$ cat config.mk
export PLATFORM = sky130hd
export DESIGN_NAME = reg_file_sb
export DESIGN_NICKNAME = d
export VERILOG_FILES = /design/src/rtl/rf_pkg.sv /design/src/rtl/reg_scoreboard.sv /design/src/rtl/reg_file_sb.sv
export SDC_FILE = /design/constraint.sdc
export NUM_CORES = 1
export LEC_CHECK = 0
export BUFFER_PORTS_ARGS = -buffer_cell sky130_fd_sc_hd__clkbuf_2
export CAP_MARGIN = 40
export CORE_MARGIN = 10
export CORE_UTILIZATION = 61
export CTS_BUF_LIST = sky130_fd_sc_hd__clkbuf_16
export DETAILED_ROUTE_END_ITERATION = 7
export PLACE_DENSITY = 0.88
export SETUP_SLACK_MARGIN = 0.4
export SKIP_CTS_REPAIR_TIMING = 1
export SYNTH_ARGS = -nofsm -noshare
export SYNTH_HDL_FRONTEND = slang
export SYNTH_SLANG_ARGS = --single-unit
$ cat constraint.sdc
create_clock -name clk -period 7.62 [get_ports clk]
set_input_delay 0.381 -clock clk [delete_from_list [all_inputs] [get_ports clk]]
set_output_delay 0.381 -clock clk [all_outputs]
set_load 0.05 [all_outputs]
$ cat src/rtl/rf_pkg.sv
// Shared defaults for the register file with scoreboard.
package rf_pkg;

  localparam int DATA_W_DEF = 16;
  localparam int ADDR_W_DEF = 4;

  // Number of architectural registers for a given address width.
  function automatic int rf_depth(input int addr_w);
    return 2 ** addr_w;
  endfunction

  localparam int DEPTH_DEF = rf_depth(ADDR_W_DEF);

endpackage

$ cat src/rtl/reg_scoreboard.sv
// Pending-destination scoreboard: one busy bit per register, hazard
// detection for the issue port and a registered count of pending entries.
//
// Issue handshake: iss_en is the request (valid), ~stall is ready. An issue
// is accepted on a rising edge where iss_en=1 and stall=0. A request seen
// with stall=1 is dropped, and the requester keeps iss_en and iss_addr
// steady until stall drops.
module reg_scoreboard
  import rf_pkg::*;
#(
  parameter int ADDR_W   = ADDR_W_DEF,
  parameter int ZERO_REG = 1
) (
  input  logic              clk,
  input  logic              rst_n,
  input  logic              clr,
  input  logic [ADDR_W-1:0] rd_addr_a,
  input  logic [ADDR_W-1:0] rd_addr_b,
  input  logic              wr_en,
  input  logic [ADDR_W-1:0] wr_addr,
  input  logic              iss_en,
  input  logic [ADDR_W-1:0] iss_addr,
  output logic              busy_a,
  output logic              busy_b,
  output logic              stall,
  output logic [ADDR_W:0]   num_busy
);

  localparam int DEPTH = rf_depth(ADDR_W);

  logic [DEPTH-1:0] busy_q, busy_d;
  logic [ADDR_W:0]  num_busy_q, num_busy_d;
  logic             waw;
  logic             iss_ok;

  // Hazard lookup: a same-cycle writeback to the looked-up register
  // resolves the dependency, so it masks the busy bit.
  always_comb begin
    busy_a = busy_q[rd_addr_a] & ~(wr_en & (wr_addr == rd_addr_a));
    busy_b = busy_q[rd_addr_b] & ~(wr_en & (wr_addr == rd_addr_b));
    waw    = iss_en & busy_q[iss_addr] & ~(wr_en & (wr_addr == iss_addr));
    stall  = busy_a | busy_b | waw;
    iss_ok = iss_en & ~stall;
  end

  // Next busy vector: writeback clears, accepted issue sets (set wins),
  // register 0 is pinned idle when hardwired, and clr overrides everything.
  always_comb begin
    busy_d = busy_q;
    if (wr_en) busy_d[wr_addr] = 1'b0;
    if (iss_ok) busy_d[iss_addr] = 1'b1;
    if (ZERO_REG != 0) busy_d[0] = 1'b0;
    if (clr) busy_d = '0;
    num_busy_d = '0;
    for (int i = 0; i < DEPTH; i++) begin
      num_busy_d = num_busy_d + {{ADDR_W{1'b0}}, busy_d[i]};
    end
  end

  // Busy bits and their population count register together.
  always_ff @(posedge clk or negedge rst_n) begin
    if (!rst_n) begin
      busy_q     <= '0;
      num_busy_q <= '0;
    end else begin
      busy_q     <= busy_d;
      num_busy_q <= num_busy_d;
    end
  end

  assign num_busy = num_busy_q;

endmodule

$ cat src/rtl/reg_file_sb.sv
// Two-read, one-write register file with write-through bypass and an
// attached scoreboard tracking registers with an outstanding producer.
module reg_file_sb
  import rf_pkg::*;
#(
  parameter int DATA_W   = DATA_W_DEF,
  parameter int ADDR_W   = ADDR_W_DEF,
  parameter int ZERO_REG = 1
) (
  input  logic              clk,
  input  logic              rst_n,
  input  logic              clr,
  input  logic [ADDR_W-1:0] rd_addr_a,
  input  logic [ADDR_W-1:0] rd_addr_b,
  output logic [DATA_W-1:0] rd_data_a,
  output logic [DATA_W-1:0] rd_data_b,
  input  logic              wr_en,
  input  logic [ADDR_W-1:0] wr_addr,
  input  logic [DATA_W-1:0] wr_data,
  input  logic              iss_en,
  input  logic [ADDR_W-1:0] iss_addr,
  output logic              busy_a,
  output logic              busy_b,
  output logic              stall,
  output logic [ADDR_W:0]   num_busy
);

  localparam int DEPTH = rf_depth(ADDR_W);

  logic [DATA_W-1:0] regs_q [DEPTH];
  logic [DATA_W-1:0] regs_d [DEPTH];
  logic              wr_live;

  // Writes to a hardwired zero register are discarded.
  assign wr_live = wr_en & ~((ZERO_REG != 0) && (wr_addr == '0));

  // Next storage contents: clr beats the writeback.
  always_comb begin
    regs_d = regs_q;
    if (clr) begin
      for (int i = 0; i < DEPTH; i++) regs_d[i] = '0;
    end else if (wr_live) begin
      regs_d[wr_addr] = wr_data;
    end
  end

  // Storage array, cleared asynchronously by reset.
  always_ff @(posedge clk or negedge rst_n) begin
    if (!rst_n) begin
      for (int i = 0; i < DEPTH; i++) regs_q[i] <= '0;
    end else begin
      regs_q <= regs_d;
    end
  end

  // Combinational reads with write-through bypass; register 0 forced to 0.
  always_comb begin
    rd_data_a = (wr_en && (wr_addr == rd_addr_a)) ? wr_data : regs_q[rd_addr_a];
    rd_data_b = (wr_en && (wr_addr == rd_addr_b)) ? wr_data : regs_q[rd_addr_b];
    if ((ZERO_REG != 0) && (rd_addr_a == '0)) rd_data_a = '0;
    if ((ZERO_REG != 0) && (rd_addr_b == '0)) rd_data_b = '0;
  end

  reg_scoreboard #(
    .ADDR_W   (ADDR_W),
    .ZERO_REG (ZERO_REG)
  ) u_sb (
    .clk       (clk),
    .rst_n     (rst_n),
    .clr       (clr),
    .rd_addr_a (rd_addr_a),
    .rd_addr_b (rd_addr_b),
    .wr_en     (wr_en),
    .wr_addr   (wr_addr),
    .iss_en    (iss_en),
    .iss_addr  (iss_addr),
    .busy_a    (busy_a),
    .busy_b    (busy_b),
    .stall     (stall),
    .num_busy  (num_busy)
  );

endmodule

==> results.cfg <==
[yosys]
synth-seq-cells = 275
synth_ff_type = dfrtp_1
synthCells = 1498
syn_nets = 1547
synth_area_sq_um = 16400
yosysSeqAreaShare_pct = 41.9
ys.warnings.count = 0
ys_types = 49
syn_avg_cell_area_sq_um = 11.0
postSynth.asyncResetShare_pct = 100
synth_edf_count = 0

[cts]
clockBufferDepth = 3
clock_latency_ps = 570
root_buffer = clkbuf_16
clock_sinks = 275
ctsHtreeMaxLevel = 1
cts_tree = done
clk_pin_slew_ps = 60
cts_made_buffers = 30

[timing]
worst_pin_slew_ps = 970
fin_crit_sh_pct = 76.1
fin_setup_tns_ps = 0
grt_setup_unrepaired = false
drv_slew = 0
setup_viol = 0
fin_skew_ps = 11.5
min_period_ps = 5800
slew_headroom_pct = 35.2
hold_viol = 0
fmax_ghz = 0.172
fin_ws_ps = 1820

[die]
die_y_um = 184
initial_core_util_pct = 61.5
die_w_um = 184
rows = 60
io_pins = 77
dieArea_sq_um = 33900
fp.coreArea_sq_um = 26700

[power]
p_leak_uw = 0.00761
total_power_uw = 3450
ir_drop_mv = 0.184
powerDensity_nw_per_um2 = 191

[routing]
viasPerCell = 7.25
drt_first_pass_iters = 6
postRouteAntennaNets = 0
wl_per_cell_um = 27.7
first_iter_violations = 2616
totalWireLength_mm = 51.7
route.detailed.drc = 0
via_count = 13523

[global_route]
use_met3_pct = 8.70
busiest_layer = met2
grt_pass1_wl_mm = 79.4
grtUsageMet1_pct = 35.7
grt_usage_pct = 30.4
grt_max_degree = 101
grt_pass1_vias = 13831
antenna_found_initial = 3
grt.overflow.total = 0
use_met2_pct = 47.6

[hold_path]
hp-class = in2reg

[setup_path]
path_class = in2reg
cp-start-kind = primary input
crit_fanout = 40
endpoint_kind = register
required_ps = 8060
arrival_ps = 6240

[run]
drv_cap = 0

[place]
dp_slack_ps = 1290
dpl_cell_area_sq_um = 16900
gp_congestion = 0.944
dp_hpwl_mm = 30.5
io_buffers = 75

[layout]
drive_gt1_share_pct = 23.0
areaGrowthSynthToFinish_pct = 9.93
final_area_sq_um = 18100
fin_util_pct = 67.6
fin_nets = 1544

[status]
status = finished clean
-- metrics by stage --
stage / cells / hold WS [ps]
2_1_floorplan: 1498 / 85.4
3_5_place_dp: 1802 / 469
3_3_place_gp: 1790 / 463
5_1_grt: 1859 / 298
4_1_cts: 1857 / -122
6_report: 1864 / 269
-- cell type report --
class | instances | area, sq um
flip-flops and latches | 275 | 6880
diodes | 5 | 12.5
clock inverters | 24 | 295
repair buffers | 115 | 846
fillers | 1722 | 8670
multi-input cells | 1059 | 8760
clock buffers | 31 | 776
well taps | 341 | 427
inverters | 14 | 52.6
-- layout by cell type, fill, tap and decap left out, types with 3 or more instances in the layout --
cell,n
inv_1,18
mux2_1,3
a31o_1,15
nor2_1,135
nor2_2,5
buf_8,6
bufinv_16,7
clkinv_1,4
a21o_1,3
nand3_1,9
dfrtp_1,275
fa_1,10
xor2_1,7
mux2i_1,116
nand2b_1,4
nor3_2,4
mux4_2,167
diode_2,5
buf_4,29
xnor2_1,6
a31oi_1,13
nand3b_1,3
buf_16,4
clkbuf_16,31
clkbuf_2,69
a21oi_1,160
mux2_2,3
nand2_1,334
nor2b_1,21
buf_6,3
nor3b_1,15
clkinv_2,6
-- flip-flops by register name (all words and copies together), names as in the netlist --
name and count:
regs_q 256, u_sb.busy_q 15, u_sb.num_busy 4
-- report_power, final --
group	leakage (uW)	total, uW	switching [uW]	internal (uW)
clock	0.000541	1590	622	971
sequential	0.00383	1490	15.7	1480
combinational	0.00324	366	254	111
total	0.00761	3450	892	2560
-- worst paths after layout --
path,from,endpoint,slack (ps),depth (start not counted)
max in group asynchronous,rst_n,u_sb.num_busy[1]$_DFF_PN0_,5130,4
setup reg to reg,u_sb.busy_q[15]$_DFF_PN0_,u_sb.num_busy[2]$_DFF_PN0_,1960,15
hold reg to reg,regs_q[240]$_DFFE_PN0P_,regs_q[240]$_DFFE_PN0P_,520,1
setup / recovery,rd_addr_a[1],u_sb.num_busy[2]$_DFF_PN0_,1820,17
hold / removal,wr_data[9],regs_q[25]$_DFFE_PN0P_,270,3
min in group asynchronous,rst_n,regs_q[248]$_DFFE_PN0P_,440,2
-- per-layer routing --
layer	vias to the layer above	routed length (um)
met5	-	17
met4	2	4210
met3	403	6650
met2	1220	24200
met1	6589	16600
li1	5309	-
-- kinds of logic after synthesis --
| logic type | Yosys count | synth area share [%] |
|---|---|---|
| AND/OR/NAND/NOR | 544 | 13.9 |
| multiplexers | 289 | 30.4 |
| flip-flops | 275 | 41.9 |
| AO/OA/AOI/OAI | 200 | 6.93 |
| buffers and inverters | 164 | 4.85 |
| XOR/XNOR | 13 | 0.693 |
| adder cells (fa/ha/maj) | 12 | 1.37 |
| other | 1 | 0.0228 |
-- cells in the mapped netlist, types with 4 or more instances --
cell	number	area, sq um
inv_1	14	52.6
nor2b_1	21	131
nor2_1	135	507
a31o_1	15	131
fa_1	10	200
nor3b_1	15	113
xor2_1	7	61.3
mux2i_1	116	1160
buf_4	7	52.6
buf_1	5	18.8
nand2b_1	4	25.0
nand3_1	9	45.0
nor2_2	5	31.3
clkbuf_1	93	349
dfrtp_1	275	6880
a21oi_1	160	801
buf_2	32	160
buf_6	10	113
a31oi_1	13	81.3
nand2_1	334	1250
xnor2_1	6	52.6
mux4_2	167	3760
-- critical path: stages --
cell and delay, ps:
buf_4 430, buf_16 300, mux2_1 350, a221oi_1 340
o32ai_2 150, a32oi_4 720, a31oi_1 270, fa_1 600
inv_1 60, fa_1 530, inv_1 50, fa_1 450
fa_1 490, inv_1 50, fa_1 420, fa_1 460
xor2_1 150
(Power assumes the default switching activity.)
